**src/rtl/mux_rr_scheduler.sv**
```systemverilog
// mux_rr_scheduler: round-robin owner of one 8:1 strobed mux.
// Drives select {c,b,a} and active-low strobe g with break-before-make.
//
// Ports:
//   clk, rst      clock (rising edge), async active-high reset
//   en            enable; 0 releases the current grant, blocks new ones
//   req[7:0]      level-held requests, one per channel
//   done          owner finished (only looked at while granted)
//   prio[7:0]     priority mask (only with MUX_SCHED_PRIO_EN defined)
//   a, b, c       mux select bits 0..2
//   g             mux strobe, active low
//   gnt[7:0]      one-hot grant, nonzero exactly while g = 0
//   busy          scheduler not idle
//   timeout       one-cycle pulse when HOLD_MAX ends a grant
//
// Parameters: HOLD_MAX (0 = unlimited hold), GUARD_CYC (1..15).
// Optional macro: MUX_SCHED_PRIO_EN adds the prio port.
`timescale 1ns/1ps

module mux_rr_scheduler #(
  parameter int HOLD_MAX  = 16,
  parameter int GUARD_CYC = 1
) (
  input  logic       clk,
  input  logic       rst,
  input  logic       en,
  input  logic [7:0] req,
  input  logic       done,
`ifdef MUX_SCHED_PRIO_EN
  input  logic [7:0] prio,
`endif
  output logic       a,
  output logic       b,
  output logic       c,
  output logic       g,
  output logic [7:0] gnt,
  output logic       busy,
  output logic       timeout
);

  typedef enum logic [1:0] {
    S_IDLE,
    S_SETUP,
    S_GRANT,
    S_GUARD
  } state_t;

  localparam int HW = 16;

  state_t        r_state, w_state;
  logic [2:0]    r_ptr, w_ptr;
  logic [2:0]    r_sel, w_sel;
  logic          r_g, w_g;
  logic [7:0]    r_gnt, w_gnt;
  logic          r_busy, w_busy;
  logic          r_to, w_to;
  logic [HW-1:0] r_hold, w_hold;
  logic [3:0]    r_guard, w_guard;

  logic [7:0]    w_req_m;
  logic [2:0]    w_pick;
  logic          w_rel;

`ifdef MUX_SCHED_PRIO_EN
  logic [7:0]    w_pm;
  assign w_pm    = req & prio;
  assign w_req_m = (|w_pm) ? w_pm : req;
`else
  assign w_req_m = req;
`endif

  // Scan downwards so the nearest set bit after r_ptr wins.
  always_comb begin
    w_pick = '0;
    for (int k = 7; k >= 0; k--) begin
      if (w_req_m[r_ptr + 3'(k) + 3'd1])
        w_pick = r_ptr + 3'(k) + 3'd1;
    end
  end

  always_comb begin
    w_state = r_state;
    w_ptr   = r_ptr;
    w_sel   = r_sel;
    w_g     = 1'b1;
    w_gnt   = '0;
    w_to    = 1'b0;
    w_hold  = r_hold;
    w_guard = r_guard;
    w_rel   = 1'b0;
    unique case (r_state)
      S_IDLE: begin
        if (en && (|w_req_m)) begin
          w_sel   = w_pick;
          w_state = S_SETUP;
        end
      end
      S_SETUP: begin
        if (!en) begin
          w_state = S_GUARD;
          w_guard = 4'(GUARD_CYC);
        end else begin
          w_state = S_GRANT;
          w_g     = 1'b0;
          w_gnt   = 8'd1 << r_sel;
          w_hold  = HW'(1);
        end
      end
      S_GRANT: begin
        if (!en || done || !req[r_sel]) begin
          w_rel = 1'b1;
        end else if ((HOLD_MAX != 0) &&
                     (r_hold == HW'(HOLD_MAX))) begin
          w_rel = 1'b1;
          w_to  = 1'b1;
        end else begin
          w_g   = 1'b0;
          w_gnt = r_gnt;
          if (r_hold != '1)
            w_hold = r_hold + HW'(1);
        end
        if (w_rel) begin
          w_ptr   = r_sel;
          w_state = S_GUARD;
          w_guard = 4'(GUARD_CYC);
          w_hold  = '0;
        end
      end
      S_GUARD: begin
        w_guard = r_guard - 4'd1;
        if (r_guard <= 4'd1)
          w_state = S_IDLE;
      end
      default: begin
        w_state = S_IDLE;
      end
    endcase
    w_busy = (w_state != S_IDLE);
  end

  always_ff @(posedge clk or posedge rst) begin
    if (rst) begin
      r_state <= S_IDLE;
      r_ptr   <= 3'd7;
      r_sel   <= '0;
      r_g     <= 1'b1;
      r_gnt   <= '0;
      r_busy  <= 1'b0;
      r_to    <= 1'b0;
      r_hold  <= '0;
      r_guard <= '0;
    end else begin
      r_state <= w_state;
      r_ptr   <= w_ptr;
      r_sel   <= w_sel;
      r_g     <= w_g;
      r_gnt   <= w_gnt;
      r_busy  <= w_busy;
      r_to    <= w_to;
      r_hold  <= w_hold;
      r_guard <= w_guard;
    end
  end

  assign {c, b, a} = r_sel;
  assign g         = r_g;
  assign gnt       = r_gnt;
  assign busy      = r_busy;
  assign timeout   = r_to;

endmodule
```
**config.mk**
```make
export PLATFORM = sky130hd
export DESIGN_NAME = mux_rr_scheduler
export DESIGN_NICKNAME = d
export VERILOG_FILES = /design/src/rtl/mux_rr_scheduler.sv
export SDC_FILE = /design/constraint.sdc
export NUM_CORES = 1
export LEC_CHECK = 0
export ABC_AREA = 1
export CAP_MARGIN = 20
export CORE_AREA = 5 5 108 110
export CTS_BUF_LIST = sky130_fd_sc_hd__clkbuf_4 sky130_fd_sc_hd__clkbuf_8 sky130_fd_sc_hd__clkbuf_16
export DETAILED_ROUTE_END_ITERATION = 16
export DIE_AREA = 0 0 113 115
export GPL_ROUTABILITY_DRIVEN = 1
export PLACE_DENSITY_LB_ADDON = 0.12
export RECOVER_POWER = 100
export SLEW_MARGIN = 20
export SYNTH_ARGS = -nofsm -noshare
export SYNTH_HDL_FRONTEND = slang
export SYNTH_SLANG_ARGS = --single-unit
```
**constraint.sdc**
```tcl
create_clock -name clk -period 2.4 [get_ports clk]
set_clock_uncertainty 0.15 [all_clocks]
set_input_delay 0.48 -clock clk [delete_from_list [all_inputs] [get_ports clk]]
set_output_delay 0.48 -clock clk [all_outputs]
set_load 0.005 [all_outputs]
```
==> results of run 1 <==
cell usage in the layout, fill, tap and decap left out, types with 7 or more instances in the layout:
cell / instances
nand2_1: 136
inv_1: 45
nand3_1: 41
dfrtp_1: 34
nor2_1: 30
buf_4: 25
o21ai_1: 22
xor2_1: 15
clkdlybuf4s50_1: 14
dlygate4sd3_1: 11
nor3_1: 10
a21oi_1: 10
ha_1: 10
o21ai_0: 9
nand4_1: 8
inv_2: 7
worst max-delay path by stage:
stage / startpoint / to / slack, ns
2_1_floorplan: r_ptr[1]$_DFFE_PP1P_ / r_sel[1]$_DFFE_PP0P_ / 0.02
3_3_place_gp: r_ptr[0]$_DFFE_PP1P_ / r_sel[1]$_DFFE_PP0P_ / -0.04
3_5_place_dp: req[7] / r_hold[11]$_DFFE_PP0P_ / -0.03
4_1_cts: r_ptr[0]$_DFFE_PP1P_ / r_sel[1]$_DFFE_PP0P_ / 0.002
5_1_grt: r_ptr[0]$_DFFE_PP1P_ / r_sel[1]$_DFFE_PP0P_ / -0.01
6_report: r_ptr[0]$_DFFE_PP1P_ / r_sel[1]$_DFFE_PP0P_ / 0.15
flip-flops by register name (all words and copies together), names as in the netlist:
register and flops:
g 1, r_hold 16, r_sel 3, r_state 2, gnt 8, timeout 1, r_ptr 3, r_guard 4
busy 1
per-stage QoR:
step | hold slack [ns] | worst slack, ns | TNS, ns | util, %
after floorplan | 0.3105 | 0.02109 | 0 | -
after global placement | 0.3244 | -0.04369 | -0.1528 | 34.02
after detailed placement | 0.3170 | -0.03126 | -0.2734 | 34.02
after CTS | 0.3423 | 0.002295 | 0 | 35.17
after global routing | 0.3741 | -0.01161 | -0.01161 | 35.64
final | 0.3318 | 0.1460 | 0 | 35.64
metal layers:
layer,global-route usage [%],vias up
met2,22.12,67
met5,0,-
met4,1.683,0
met3,2.263,4
li1,-,1531
met1,19.35,1352
report_power, final:
group,internal (uW),switching [uW],total (uW),leakage (uW)
sequential,812,159,971,0.000509
clock,343,258,600,0.0000618
combinational,1330,1990,3320,0.00121
critical path, delay by kind of cell, from the launching register on:
| family | cells | cell delay, ns |
|---|---|---|
| and+or+nand+nor | 12 | 0.82 |
| DFF | 1 | 0.55 |
| adders and majority gates | 1 | 0.29 |
| buffers and inverters | 3 | 0.27 |
| AOI/OAI and AO/OA | 1 | 0.11 |
kinds of logic after synthesis:
| kind of cell | count (synthesis) |
|---|---|
| AND/OR/NAND/NOR | 244 |
| buffers and inverters | 68 |
| AO/OA/AOI/OAI | 59 |
| flip-flops | 39 |
| XOR/XNOR | 18 |
| adder cells (fa/ha/maj) | 12 |
area by class of cell:
cell class | instances | share of cell area [%]
clock buffers | 6 | 2.185
clock inverters | 2 | 1.026
inverters | 54 | 5.497
multi-input cells | 333 | 48.11
flip-flops and latches | 39 | 25.99
well taps | 140 | 4.636
repair buffers | 53 | 12.55
==> flow_summary.yaml, run 1 <==
synthesis:
  yosys.area.top_type: "dfrtp_1"
  yosysWarnings: 0
  synthArstFlopShare_pct: 100.0
  synth_edf_count: 0
  syn_area_um2: 3064
  synth-adder-area-share_pct: 4.900
  syn_nets: 464
  synth_top_area_share_pct: 28.58
  yosysSeqAreaShare_pct: 32.01
  avgSynthCellArea_um2: 6.964
  synthSimpleGateAreaFrac_pct: 35.73
  synth_area_leaders: "dfrtp_1, nand2_1, nand3_1"
  synth_xor_area_share_pct: 5.635
  synth_compound_area_share_pct: 11.51
  synthCells: 440
  ys_seq_elements: 39
  synthMuxAreaShare_pct: 0
  synth.most_common_cell: "nand2_1"
  synth_top_family_by_area: "simple AND/OR/NAND/NOR gates"
  synth_ff_type: "dfrtp_1"
  synth_cell_types: 39
  synth.top_cells.by_count: "nand2_1, inv_1, nand3_1"
clock_network:
  cts_root_buf: "clkbuf_8"
  ctsResizeCount: 1
  cts_made_buffers: 5
  cts-hold-fix-buffers: 0
  cts_sinks: 39
  cts_tree: "yes"
  h-tree-depth: 2
  cts.clk_slew.worst_paths_ns: 0.08
  post-cts-setup-buffers: 0
  insertion_delay_ns: 0.29
  cts_max_path_buffers: 2
routing:
  vias: 2954
  met2WireLength_um: 3842
  first_iter_violations: 108
  wl_per_cell_um: 13.31
  final_antenna_net_count: 0
  route.met3.wl_um: 378
  drt_first_pass_iters: 4
  dr.max_layer_used: "met4"
  finalWirelength_um: 8343
  drcViolationCount: 0
  wl_met1_um: 4080
  avgViaCountPerCell: 4.711
worst_setup_path:
  cp_slowest_stage_delay_ns: 0.55
  required_ns: 2.48
  reg2reg_depth: 17
  crit_path_frequent_cell: "nand2_1"
  worstPathCellList: "inv_2 -> ha_4 -> buf_4 -> nand3_2 -> nand3_1 -> nand2_1 -> inv_1 -> nand2_1 -> nor2_1 -> nor2_1 -> nand2_1 -> nand2_1 -> nand2_1 -> nand2_1 -> nand2_1 -> nand2_1 -> a21oi_2"
  rr_endpoint: "r_sel[1]$_DFFE_PP0P_"
  crit_slowest_cell: "dfstp_2"
  endpoint_kind: "flip-flop"
  r2r_slack_ns: 0.15
  critPathLaunchType: "flip-flop"
  critPathMaxFanout: 4
  path_class: "flip-flop to flip-flop"
  critical_path_arrival_ns: 2.33
  reg2reg_from: "r_ptr[0]$_DFFE_PP1P_"
timing:
  maxSlewViolCount: 0
  rsz0062_at_grt: "true"
  worst_pin_slew_ns: 1.005
  finalSetupViolations: 0
  layout_min_cycle_time_ns: 2.254
  max_slew_margin_pct: 33.01
  fmaxAchievable_mhz: 443.6
  hold_violations: 0
  finalCritPeriodShare_pct: 93.92
floorplan:
  fp.dieH_um: 115
  rows: 38
  die_x_um: 113
  dieArea_um2: 13000
  io_pins: 26
  core_area_um2: 10600
  initial_utilization_pct: 28.90
layout:
  fin_area_um2: 3779
  n_antenna_cell: 0
  final_cells: 627
  area_growth_syn_to_layout_pct: 23.32
  nets: 510
  drive_gt1_share_pct: 15.40
  multi_input_area_um2: 1818
  fill_cells: 1152
  regArea_um2: 982.2
flow_run:
  drv_cap: 0
grt:
  grt_first_pass_wirelength_um: 14390
  grt_max_degree: 40
  grt_usage_pct: 13.52
  grt_overflow_total: 0
  grt_pass1_vias: 2824
  antenna_found_initial: 0
outcome:
  status: "complete, no violations"
pwr:
  totalPowerFinal_uw: 4890
  power-per-cell-area_nw_per_um2: 1294
  ir_worst_vdd_mv: 0.4118
  p_leak_uw: 0.001780
placed_design:
  gp_congestion: 0.8873
  portBuffers: 25
  place_inst: 619
  placed_cell_area_um2: 3607
  dp_hpwl_um: 6517
hold_path:
  hold_path_depth: 2
  holdPathEnd: "gnt[5]$_DFFE_PP0P_"
  hold_start: "gnt[5]$_DFFE_PP0P_"
  hp-class: "flip-flop to flip-flop"
No activity file was read; power rests on OpenSTA's default activity.
==> run 2: changes to the inputs <==
CTS_BUF_LIST = not set   (was sky130_fd_sc_hd__clkbuf_4 sky130_fd_sc_hd__clkbuf_8 sky130_fd_sc_hd__clkbuf_16)
==> results of run 2 <==
The final DEF is identical to that of run 1; final timing and power are the same.
==> run 3: changes to the inputs <==
ABC_AREA = 0   (was 1)
CORE_AREA = 5 5 107 109   (was 5 5 108 110)
DIE_AREA = 0 0 112 114   (was 0 0 113 115)
PLACE_DENSITY_LB_ADDON = 0.3   (was 0.12)
TNS_END_PERCENT = 1   (was not set)
==> run 3 against run 2 <==
The run now ends with setup timing left. Synthesized cell count down 26%. Global-route usage shrank 0.060 points. Power decreased by 2.2%. Core utilization grew 2.5 points. Clock-buffer cell count is the same. Sequential share of layout area down 1.5 points. Sequential power grew 1%. Die area fell by 1.7%. Largest power group unchanged.
==> flow_summary.yaml, run 3 <==
outcome:
  status: "finished, violations left"
  violations: "setup timing"
pwr:
  power-per-cell-area_nw_per_um2: 1193
  totalPowerFinal_uw: 4781
  p_leak_uw: 0.001708
  ir_worst_vdd_mv: 0.3727
synthesis:
  yosysSeqAreaShare_pct: 32.09
  syn_nets: 348
  yosys.area.top_type: "dfrtp_1"
  syn_area_um2: 3057
  synth_area_leaders: "dfrtp_1, mux4_2, mux2i_1"
  synth_ff_type: "dfrtp_1"
  synth_edf_count: 0
  ys_seq_elements: 39
  synth.most_common_cell: "nand2_1"
  synth_cell_types: 60
  synthCells: 324
  synth_top_area_share_pct: 28.65
  avgSynthCellArea_um2: 9.434
  yosysWarnings: 0
  synth.top_cells.by_count: "nand2_1, dfrtp_1, o21ai_0"
  synthArstFlopShare_pct: 100.0
layout:
  top_register: "r_hold"
  nets: 422
  multi_input_area_um2: 1988
  layout_commonest_cell: "buf_4"
  drive_gt1_share_pct: 26.57
  layout_common_cells: "buf_4, nand2_1, dfrtp_1"
  n_antenna_cell: 0
  final_cells: 539
  regArea_um2: 980.9
  area_growth_syn_to_layout_pct: 31.11
  largest_reg_flops: 16
  fin_area_um2: 4008
  fill_cells: 1056
worst_setup_path:
  path_class: "flip-flop to flip-flop"
  endpoint_kind: "flip-flop"
  critPathLaunchType: "flip-flop"
  critical_path_arrival_ns: 2.82
  reg2reg_depth: 9
  required_ns: 2.43
  critPathMaxFanout: 6
routing:
  vias: 2852
  drcViolationCount: 0
  finalWirelength_um: 8460
  first_iter_violations: 175
  wl_per_cell_um: 15.70
  drt_first_pass_iters: 4
  final_antenna_net_count: 0
  avgViaCountPerCell: 5.291
clock_network:
  cts.clk_slew.worst_paths_ns: 0.08
  cts_root_buf: "clkbuf_8"
  cts_tree: "yes"
  cts-hold-fix-buffers: 0
  cts_sinks: 39
  h-tree-depth: 2
  insertion_delay_ns: 0.30
  cts_made_buffers: 5
  cts_max_path_buffers: 2
timing:
  layout_min_cycle_time_ns: 2.796
  finalCritPeriodShare_pct: 116.5
  rsz0062_at_grt: "true"
  max_slew_margin_pct: 33.88
  setup_ws_ns: -0.3959
  finalSetupViolations: 35
  worst_pin_slew_ns: 0.9917
  hold_violations: 0
  fmaxAchievable_mhz: 357.7
  maxSlewViolCount: 0
grt:
  grt_max_degree: 40
  grt_overflow_total: 0
  grt_usage_pct: 13.46
  grt_pass1_vias: 2790
  antenna_found_initial: 0
  grt_first_pass_wirelength_um: 14180
floorplan:
  initial_utilization_pct: 29.09
  die_x_um: 112
  rows: 38
  dieArea_um2: 12770
  core_area_um2: 10510
  fp.dieH_um: 114
  io_pins: 26
placed_design:
  dp_hpwl_um: 6376
  dp_slack_ns: -0.5493
  gp_congestion: 0.8463
  place_inst: 528
  portBuffers: 25
  placed_cell_area_um2: 3864
hold_path:
  hp-class: "flip-flop to flip-flop"
  hold_path_depth: 2
flow_run:
  drv_cap: 0
## run 3: cell types whose count changed in the layout (fill, tap and decap cells not counted), sizes merged, moves of 6 or more
cell    before  now
mux2         0    7
mux2i        0   19
xor2        17    5
mux4         0   14
o21ai       35   27
inv         55   14
nand2      141   38
buf         27   55
nor2        32   21
nand3       44    9
nand2b       0    6
## run 3: what timing repair did
item / 4_1_cts / 5_1_grt
pin swaps: 0 / 6
endpoints found under the setup margin: 34 / 35
gates cloned: 0 / 0
setup buffers: 0 / 3
resized for setup: 5 / 12
## run 3: layer usage
metal	part of all wire [%]	GRT usage (%)
met4	0.83	2.885
met3	5.2	2.493
met5	0	0
met2	48	21.90
met1	46	18.82
## run 3: worst paths after layout
check                                     startpoint                    to  slack, ns
worst max-delay path            r_ptr[0]$_DFFE_PP1P_  r_sel[1]$_DFFE_PP0P_      -0.40
worst min register to register    gnt[6]$_DFFE_PP0P_    gnt[6]$_DFFE_PP0P_       0.33
worst max register to register  r_ptr[0]$_DFFE_PP1P_  r_sel[1]$_DFFE_PP0P_      -0.40
max in group asynchronous                        rst  r_sel[2]$_DFFE_PP0P_       0.70
min in group asynchronous                        rst     timeout$_DFF_PP0_       0.78
worst min-delay path              gnt[6]$_DFFE_PP0P_    gnt[6]$_DFFE_PP0P_       0.33
## run 3: cell type report
cell class,instances,area share (%)
Clock inverter,2,0.3122
Inverter,14,1.623
Tap cell,140,4.371
Multi-Input combinational cell,254,49.61
Clock buffer,6,1.811
Sequential cell,39,24.48
Timing Repair Buffer,84,17.80
## run 3: per-stage QoR
step	TNS, ns	hold slack [ns]	util, %
after detailed placement	-15.43	0.3097	36.77
after CTS	-2.816	0.3397	37.69
after global routing	-9.669	0.3551	38.14
final	-7.174	0.3304	38.14
after global placement	-14.44	0.3141	36.77
after floorplan	-1.095	0.3098	-
## run 3: cell families after synthesis
kind of cell             after synthesis  share of synthesized area [%]
XOR/XNOR                               7                          2.251
adder cells (fa/ha/maj)               12                          4.912
multiplexers                          40                          19.12
AO/OA/AOI/OAI                         81                          17.89
AND/OR/NAND/NOR                      114                          18.71
buffers and inverters                 31                          5.035
flip-flops                            39                          32.09
## run 3: worst max-delay path: stages (launching register included)
cell and delay (ns):
dfstp_2 0.60, inv_8 0.04, ha_4 0.33, buf_6 0.15, mux2i_1 0.10, mux4_2 0.50
a32oi_2 0.25, o311a_1 0.18, o211ai_1 0.09, a221o_1 0.30
## run 3: power breakdown
group          internal, uW  switching (uW)
Sequential              820             165
Clock                   204             250
Combinational          1690            1660
Total                  2710            2070
